[src/rtl/uart_pkg.sv]
// Shared UART definitions: FSM state encoding, oversample ratio, default
// line parameters (50 MHz clock, 19200 baud, 8N1) used by both TX and RX.
// No ports; no logic.
package uart_pkg;

  typedef enum logic [1:0] {
    IDLE  = 2'd0,
    START = 2'd1,
    DATA  = 2'd2,
    STOP  = 2'd3
  } uart_state_e;

  localparam int OVERSAMPLE  = 16;
  localparam int DEF_DBIT    = 8;
  localparam int DEF_SB_TICK = 16;
  localparam int DEF_DVSR    = 163;
  localparam int DEF_DVSR_W  = 8;

endpackage

[src/rtl/uart_baud_gen.sv]
// Oversample tick generator: counts 0..DVSR-1, s_tick_o high on DVSR-1.
// Latency: s_tick_o is combinational from the count register; clr_i lands next edge.
// Backpressure: none; free-running.  Ports: clk, reset, clr_i (sync clear), s_tick_o.
module uart_baud_gen #(
  parameter int DVSR   = uart_pkg::DEF_DVSR,
  parameter int DVSR_W = uart_pkg::DEF_DVSR_W
) (
  input  logic clk,
  input  logic reset,
  input  logic clr_i,
  output logic s_tick_o
);

  localparam logic [DVSR_W-1:0] LAST = DVSR_W'(DVSR - 1);

  logic [DVSR_W-1:0] cnt_q, cnt_d;

  always_comb begin
    cnt_d = cnt_q + DVSR_W'(1);
    if (clr_i || (cnt_q == LAST)) begin
      cnt_d = '0;
    end
  end

  always_ff @(posedge clk) begin
    if (reset) begin
      cnt_q <= '0;
    end else begin
      cnt_q <= cnt_d;
    end
  end

  assign s_tick_o = (cnt_q == LAST);

endmodule

[src/rtl/uart_tx_fifo_drain.sv]
// UART transmitter draining a first-word fall-through FIFO: pops a byte when idle,
// sends start, DBIT data bits LSB first, then SB_TICK oversample ticks of stop.
// Latency: tx goes low one edge after the pop. Backpressure: pops only in IDLE.
// Ports: clk/reset; fifo_empty_i, fifo_rdata_i in; fifo_rd_o, tx_o, tx_busy_o,
// tx_done_tick_o out.
module uart_tx_fifo_drain #(
  parameter int DBIT    = uart_pkg::DEF_DBIT,
  parameter int SB_TICK = uart_pkg::DEF_SB_TICK,
  parameter int DVSR    = uart_pkg::DEF_DVSR,
  parameter int DVSR_W  = uart_pkg::DEF_DVSR_W
) (
  input  logic            clk,
  input  logic            reset,
  input  logic            fifo_empty_i,
  input  logic [DBIT-1:0] fifo_rdata_i,
  output logic            fifo_rd_o,
  output logic            tx_o,
  output logic            tx_busy_o,
  output logic            tx_done_tick_o
);

  import uart_pkg::*;

  localparam int NW = (DBIT > 1) ? $clog2(DBIT) : 1;
  // Tick counter is 4 bits for a normal bit cell; it only widens when the
  // stop period is longer than one bit (1.5 / 2 stop bits).
  localparam int SW = (SB_TICK > OVERSAMPLE) ? $clog2(SB_TICK) : $clog2(OVERSAMPLE);

  localparam logic [SW-1:0] BIT_LAST  = SW'(OVERSAMPLE - 1);
  localparam logic [SW-1:0] STOP_LAST = SW'(SB_TICK - 1);
  localparam logic [NW-1:0] N_LAST    = NW'(DBIT - 1);

  uart_state_e     state_q, state_d;
  logic [SW-1:0]   s_cnt_q, s_cnt_d;
  logic [NW-1:0]   n_cnt_q, n_cnt_d;
  logic [DBIT-1:0] b_q, b_d;
  logic            tx_q, tx_d;
  logic            done_q, done_d;
  logic            rd;
  logic            s_tick;

  // Cleared on the pop so the first tick lands exactly DVSR clocks after tx falls.
  uart_baud_gen #(
    .DVSR   (DVSR),
    .DVSR_W (DVSR_W)
  ) u_baud (
    .clk      (clk),
    .reset    (reset),
    .clr_i    (rd),
    .s_tick_o (s_tick)
  );

  always_comb begin
    state_d = state_q;
    s_cnt_d = s_cnt_q;
    n_cnt_d = n_cnt_q;
    b_d     = b_q;
    done_d  = 1'b0;
    rd      = 1'b0;

    case (state_q)
      IDLE: begin
        if (!fifo_empty_i && !reset) begin
          rd      = 1'b1;
          b_d     = fifo_rdata_i;
          s_cnt_d = '0;
          n_cnt_d = '0;
          state_d = START;
        end
      end
      START: begin
        if (s_tick) begin
          if (s_cnt_q == BIT_LAST) begin
            s_cnt_d = '0;
            state_d = DATA;
          end else begin
            s_cnt_d = s_cnt_q + SW'(1);
          end
        end
      end
      DATA: begin
        if (s_tick) begin
          if (s_cnt_q == BIT_LAST) begin
            s_cnt_d = '0;
            b_d     = b_q >> 1;
            if (n_cnt_q == N_LAST) begin
              n_cnt_d = '0;
              state_d = STOP;
            end else begin
              n_cnt_d = n_cnt_q + NW'(1);
            end
          end else begin
            s_cnt_d = s_cnt_q + SW'(1);
          end
        end
      end
      STOP: begin
        if (s_tick) begin
          if (s_cnt_q == STOP_LAST) begin
            s_cnt_d = '0;
            done_d  = 1'b1;
            state_d = IDLE;
          end else begin
            s_cnt_d = s_cnt_q + SW'(1);
          end
        end
      end
      default: state_d = IDLE;
    endcase

    // Line level follows the state being entered, so tx is a clean flop output.
    case (state_d)
      START:   tx_d = 1'b0;
      DATA:    tx_d = b_d[0];
      default: tx_d = 1'b1;
    endcase
  end

  always_ff @(posedge clk) begin
    if (reset) begin
      state_q <= IDLE;
      s_cnt_q <= '0;
      n_cnt_q <= '0;
      b_q     <= '0;
      tx_q    <= 1'b1;
      done_q  <= 1'b0;
    end else begin
      state_q <= state_d;
      s_cnt_q <= s_cnt_d;
      n_cnt_q <= n_cnt_d;
      b_q     <= b_d;
      tx_q    <= tx_d;
      done_q  <= done_d;
    end
  end

  assign fifo_rd_o      = rd;
  assign tx_o           = tx_q;
  assign tx_busy_o      = (state_q != IDLE);
  assign tx_done_tick_o = done_q;

endmodule
[config.mk]
export PLATFORM = sky130hd
export DESIGN_NAME = uart_tx_fifo_drain
export DESIGN_NICKNAME = d
export VERILOG_FILES = /design/src/rtl/uart_pkg.sv /design/src/rtl/uart_baud_gen.sv /design/src/rtl/uart_tx_fifo_drain.sv
export SDC_FILE = /design/constraint.sdc
export NUM_CORES = 1
export LEC_CHECK = 0
export ABC_AREA = 1
export BUFFER_PORTS_ARGS = -buffer_cell sky130_fd_sc_hd__buf_2
export CAP_MARGIN = 20
export CORE_MARGIN = 8
export CORE_UTILIZATION = 35
export CTS_CLUSTER_SIZE = 25
export DETAILED_ROUTE_END_ITERATION = 12
export PLACE_DENSITY_LB_ADDON = 0.12
export SYNTH_ARGS = -nofsm -noshare
export SYNTH_HDL_FRONTEND = slang
export SYNTH_SLANG_ARGS = --single-unit
[constraint.sdc]
create_clock -name clk -period 1.8 [get_ports clk]
set_clock_uncertainty 0.15 [all_clocks]
set_input_delay 0.36 -clock clk [delete_from_list [all_inputs] [get_ports clk]]
set_output_delay 0.36 -clock clk [all_outputs]
set_load 0.02 [all_outputs]
==> results.toml, run 1 <==
[synthesis]
synthCells = 182
yosys.area.top_type = "dfxtp_1"
synthTopCellsByCount = "nor2_1, nand2_1, dfxtp_1"
synth_edf_count = 0
synth_ff_type = "dfxtp_1"
syn_area_per_cell_um2 = 7.438
synthArstFlopShare_pct = 0
netlist_area_um2 = 1354
seq_area_frac_synth_pct = 39.93
yosys.cell_types.count = 30
syn_nets = 198
synth-seq-cells = 27
yosys_warnings = 0
synthTopCellsByArea = "dfxtp_1, nor2_1, nand2_1"
synth.most_common_cell = "nor2_1"
synth_top_area_share_pct = 39.93

[sta]
max_freq_mhz = 579.7
setup_viol = 0
finalCritPeriodShare_pct = 95.83
hold_violations = 0
holdWs_ns = 0.1708
slew_viol_final = 0
relSlewSlack_pct = 84.18
tightest_slew_ns = 0.2355
fin_crit_ns = 1.725

[placed_design]
dpl_cell_area_um2 = 1506
numPortBuffers = 14
dp_cells = 247
place_congestion = 0.8037
dp_hpwl_um = 2154

[setup_path]
critical_path_arrival_ns = 1.21
cp-start-kind = "flop"
crit_fanout = 6
critical_path_required_ns = 1.29
cp-end-kind = "output pin"
regToRegStartpoint = "u_baud.cnt_q[0]"
path_class = "reg2out"
cp-startpoint = "state_q[1]"

[route]
vias_per_cell = 4.779
drt_wl_total_um = 2808
drc = 0
ant_nets = 0
num_vias = 1209
drtIter0Drc = 106
routedWlPerCell_um = 11.10
firstDrtPassIters = 4

[power]
p_clk_share_pct = 30.3
power.internal_uw = 834.0
netSwitchingPower_uw = 276.2
comb_power_share_pct = 12.4
leakagePower_nw = 0.6939
p_per_area_nw_per_um2 = 699.7
seq_power_share_pct = 57.4
peakVddDrop_mv = 0.6191
p_sw_share_pct = 24.88

[cts]
ctsHtreeMaxLevel = 1
ctsLongestPathBuffers = 2
clock-sinks = 27
cts_tree = "yes"
clock-root-buffer = "clkbuf_8"
cts_made_buffers = 3
clk_pin_slew_worst_paths_ns = 0.09
clk_latency_ns = 0.27

[floorplan]
ios = 15
core_area_um2 = 3689
dieArea_um2 = 6114
placement_rows = 22
die_h_um = 78.20
start_util_pct = 36.70
dieWidth_um = 78.20

[finish]
antenna_cells = 0
stdcell_area_um2 = 1587
fill_cells = 379
area_growth_pct = 17.19
postLayoutCoreUtil_pct = 43.01
final_cells = 253
nNetsFinal = 222
drive_above_1_share_pct = 21.95

[grt]
antenna_found_initial = 0
grt_pass1_wl_um = 4905
grt_max_degree = 16
overflow = 0
grt_pass1_vias = 1102
grt_use_total_pct = 9.531

[worst_hold_path]
worst_hold_path_type = "in2reg"
hp-start = "fifo_rdata_i[7]"

[run]
drv_cap = 0

[run_status]
outcome = "complete, no violations"
## final cells by class
cell class | count | area, µm² | share of cell area, %
Sequential cell | 27 | 543.0 | 34.23
Tap cell | 48 | 60.06 | 3.785
Inverter | 22 | 87.58 | 5.521
Multi-Input combinational cell | 131 | 725.7 | 45.74
Timing Repair Buffer | 21 | 125.1 | 7.886
Clock buffer | 4 | 45.04 | 2.839
## what timing repair did
action | CTS | global route
buffers inserted | 0 | 2
endpoints found under the setup margin | 1 | 15
hold endpoints to repair | 0 | 0
resized for setup | 1 | 7
hold buffers | 0 | 0
pin swaps | 0 | 4
## critical path: stages (launching register included)
cell	delay, ns
dfxtp_1	0.35
or2_4	0.29
nor2_8	0.15
buf_4	0.16
## power groups by stage
| stage | Combinational (mW) | Sequential (mW) | Clock (mW) |
|---|---|---|---|
| 3_5_place_dp | 0.135 | 0.650 | 0 |
| 6_report | 0.137 | 0.637 | 0.336 |
| 5_1_grt | 0.156 | 0.640 | 0.383 |
| 3_3_place_gp | 0.133 | 0.649 | 0 |
| 4_1_cts | 0.137 | 0.636 | 0.350 |
| 2_1_floorplan | 0.0933 | 0.650 | 0 |
## layer usage
layer	up-vias	part of all wire (%)	global-route usage (%)
li1	636	-	-
met1	555	51	11.91
met2	16	45	15.24
met3	2	3.7	3.645
met4	0	0.85	1.852
met5	-	0	0
## registers in the layout, summed over array words and instances, names as in the netlist
| signal | flops |
|---|---|
| tx_o | 1 |
| tx_done_tick_o | 1 |
| n_cnt_q | 3 |
| state_q | 2 |
| b_q | 8 |
| u_baud.cnt_q | 8 |
| s_cnt_q | 4 |
## path summary, 6_finish.rpt
| kind | end | slack [ns] | cells after the start |
|---|---|---|---|
| worst min register to register | u_baud.cnt_q[0] | 0.33 | 1 |
| worst min-delay path | b_q[7] | 0.17 | 3 |
| worst max register to register | u_baud.cnt_q[3] | 0.12 | 10 |
| worst max-delay path | fifo_rd_o | 0.08 | 3 |
## cell usage in the layout (no fill, tap or decap), types with 2 or more instances in the layout
cell type | synthesis | layout
nand4_1 | 6 | 6
nand3_1 | 11 | 11
buf_2 | 0 | 13
nor2_2 | 3 | 5
clkbuf_8 | 0 | 3
dfxtp_1 | 27 | 25
o21ai_0 | 10 | 10
xor2_1 | 3 | 3
nand2_4 | 2 | 2
nor3_1 | 3 | 3
inv_1 | 19 | 19
nor2_1 | 33 | 30
buf_4 | 0 | 8
a31oi_1 | 2 | 2
inv_2 | 2 | 2
nand2_1 | 31 | 31
nor2_4 | 1 | 2
ha_1 | 5 | 5
a21oi_1 | 10 | 10
dfxtp_2 | 0 | 2
## stage by stage
step,TNS [ns],setup WS (ns),power (mW)
floorplan,0,0.1891,0.7436
global placement,0,0.1051,0.7817
detailed placement,0,0.04092,0.7854
CTS,0,0.02046,1.124
global route,-0.01630,-0.01630,1.179
finish,0,0.07504,1.110
## logic make-up (layout without fill, tap and decap cells)
logic type                 after synthesis  in the layout  synth area share, %
and+or+nand+nor                         99             99                36.51
DFF                                     27             27                39.93
AOI/OAI and AO/OA                       24             24                9.427
buffers and inverters                   24             47                7.579
adders and majority gates                5              5                4.621
xor gates and xnor gates                 3              3                1.941
Power figures use the tool's default switching activity.
==> run 2, diff against run 1 <==
Settings changed: RECOVER_POWER set to 100, SKIP_CTS_REPAIR_TIMING set to 1.
==> run 2 against run 1 <==
Effect of this change:
- fmax grew 0.26%
- via count shrank 0.25%
- total power is essentially flat
- final cell count grew 0.40%
- wire length is essentially flat
- worst setup slack gained 0.0045 ns
- sequential share of layout area grew 0.054 points
- critical path depth is the same
- register-to-register slack is essentially flat
- critical path type unchanged
==> results.toml, run 2 (same netlist as run 1, synthesis figures left out) <==
[finish]
area_growth_pct = 17.01
reg_top3 = "b_q: 8 flops, u_baud.cnt_q: 8 flops, s_cnt_q: 4 flops"
layout_commonest_cell = "nand2_1"
nNetsFinal = 223
multi_input_area_um2 = 718.2
stdcell_area_um2 = 1584
final_cells = 254
regArea_um2 = 543.0
fill_cells = 382
antenna_cells = 0
postLayoutCoreUtil_pct = 42.94
drive_above_1_share_pct = 20.87
mostFrequentLayoutCells = "nand2_1, nor2_1, dfxtp_1"

[power]
leakagePower_nw = 0.6927
p_clk_share_pct = 30.3
netSwitchingPower_uw = 275.4
p_per_area_nw_per_um2 = 700.3
power.internal_uw = 833.8
p_sw_share_pct = 24.83
seq_power_share_pct = 57.4
peakVddDrop_mv = 0.6153
comb_power_share_pct = 12.3

[cts]
clk_pin_slew_worst_paths_ns = 0.09
clock-sinks = 27
clk_latency_ns = 0.27
cts_tree = "yes"
ctsLongestPathBuffers = 2
cts_made_buffers = 3
clock-root-buffer = "clkbuf_8"
ctsHtreeMaxLevel = 1

[floorplan]
core_area_um2 = 3689
die_h_um = 78.20
ios = 15
dieArea_um2 = 6114
placement_rows = 22
start_util_pct = 36.70
dieWidth_um = 78.20

[sta]
finalCritPeriodShare_pct = 95.58
max_freq_mhz = 581.2
relSlewSlack_pct = 82.98
hold_violations = 0
fin_crit_ns = 1.720
setup_viol = 0
fin_ws_ns = 0.07956
tns_ns = 0
tightest_slew_ns = 0.2564
slew_viol_final = 0

[grt]
overflow = 0
grt_pass1_vias = 1102
grt_use_total_pct = 9.531
antenna_found_initial = 0
grt_max_degree = 16
grt_pass1_wl_um = 4905

[route]
routedWlPerCell_um = 11.05
ant_nets = 0
num_vias = 1206
drt_wl_total_um = 2807
vias_per_cell = 4.748
firstDrtPassIters = 4
drc = 0
drtIter0Drc = 113

[placed_design]
dp_hpwl_um = 2154
numPortBuffers = 14
dpl_cell_area_um2 = 1506
pre_cts_slack_ns = 0.04092
place_congestion = 0.8037
dp_cells = 247

[run_status]
outcome = "complete, no violations"

[setup_path]
path_class = "reg2out"
critical_path_required_ns = 1.29
crit_slowest_cell = "dfxtp_1"
cp-startpoint = "state_q[1]"
worstPathCellList = "or2_4 -> nor2_8 -> buf_4"
cp-end-kind = "output pin"
cp-start-kind = "flop"
path_delay_family = "simple AND/OR/NAND/NOR gates"
critPathBufInv = 1
critPathMaxStageDelay_ns = 0.35
regToRegStartpoint = "u_baud.cnt_q[0]"
crit_fanout = 6
critical_path_arrival_ns = 1.21

[worst_hold_path]
worst_hold_path_type = "in2reg"
hp-start = "fifo_rdata_i[7]"

[run]
drv_cap = 0
==> run 2: cell types whose count changed in the layout (fill, tap and decap cells not counted) <==
cell	delta
clkbuf_1	+2
buf_2	-2
buf_4	+1
nand2_4	-1
nand2_1	+1
==> run 2: power by group through the flow <==
stage | combinational, mW | sequential (mW) | clock (mW)
after global routing | 0.155 | 0.640 | 0.383
after floorplan | 0.0933 | 0.650 | 0
after detailed placement | 0.135 | 0.650 | 0
final | 0.137 | 0.637 | 0.336
after CTS | 0.136 | 0.636 | 0.350
after global placement | 0.133 | 0.649 | 0
==> run 2: final cells by class <==
class                   count  area share [%]
multi-input cells         131           45.34
clock buffers               4           2.844
inverters                  22           5.529
repair buffers             22           8.215
well taps                  48           3.791
flip-flops and latches     27           34.28
==> run 2: per-stage QoR <==
| stage | hold slack [ns] | total power, mW |
|---|---|---|
| floorplan | 0.2794 | 0.7436 |
| CTS | 0.1728 | 1.122 |
| finish | 0.1709 | 1.109 |
| global route | 0.1837 | 1.179 |
| global placement | 0.2942 | 0.7817 |
| detailed placement | 0.3055 | 0.7854 |
==> run 2: metal layers <==
metal	global-route usage, %	part of all wire (%)
met1	11.91	51
met3	3.645	3.8
met5	0	0
met2	15.24	45
met4	1.852	0.86
==> run 2: path summary, 6_finish.rpt <==
path | endpoint | slack (ns) | cells past startpoint
worst max-delay path | fifo_rd_o | 0.08 | 3
worst max register to register | u_baud.cnt_q[3] | 0.12 | 10
worst min register to register | u_baud.cnt_q[0] | 0.33 | 1
worst min-delay path | b_q[7] | 0.17 | 3
==> run 2: worst register-to-register path: cells and delay by family (launching register included) <==
kind | cells | cell delay, ns
adders and majority gates | 1 | 0.20
DFF | 1 | 0.38
buffers and inverters | 3 | 0.30
and+or+nand+nor | 4 | 0.43
AOI/OAI and AO/OA | 2 | 0.16
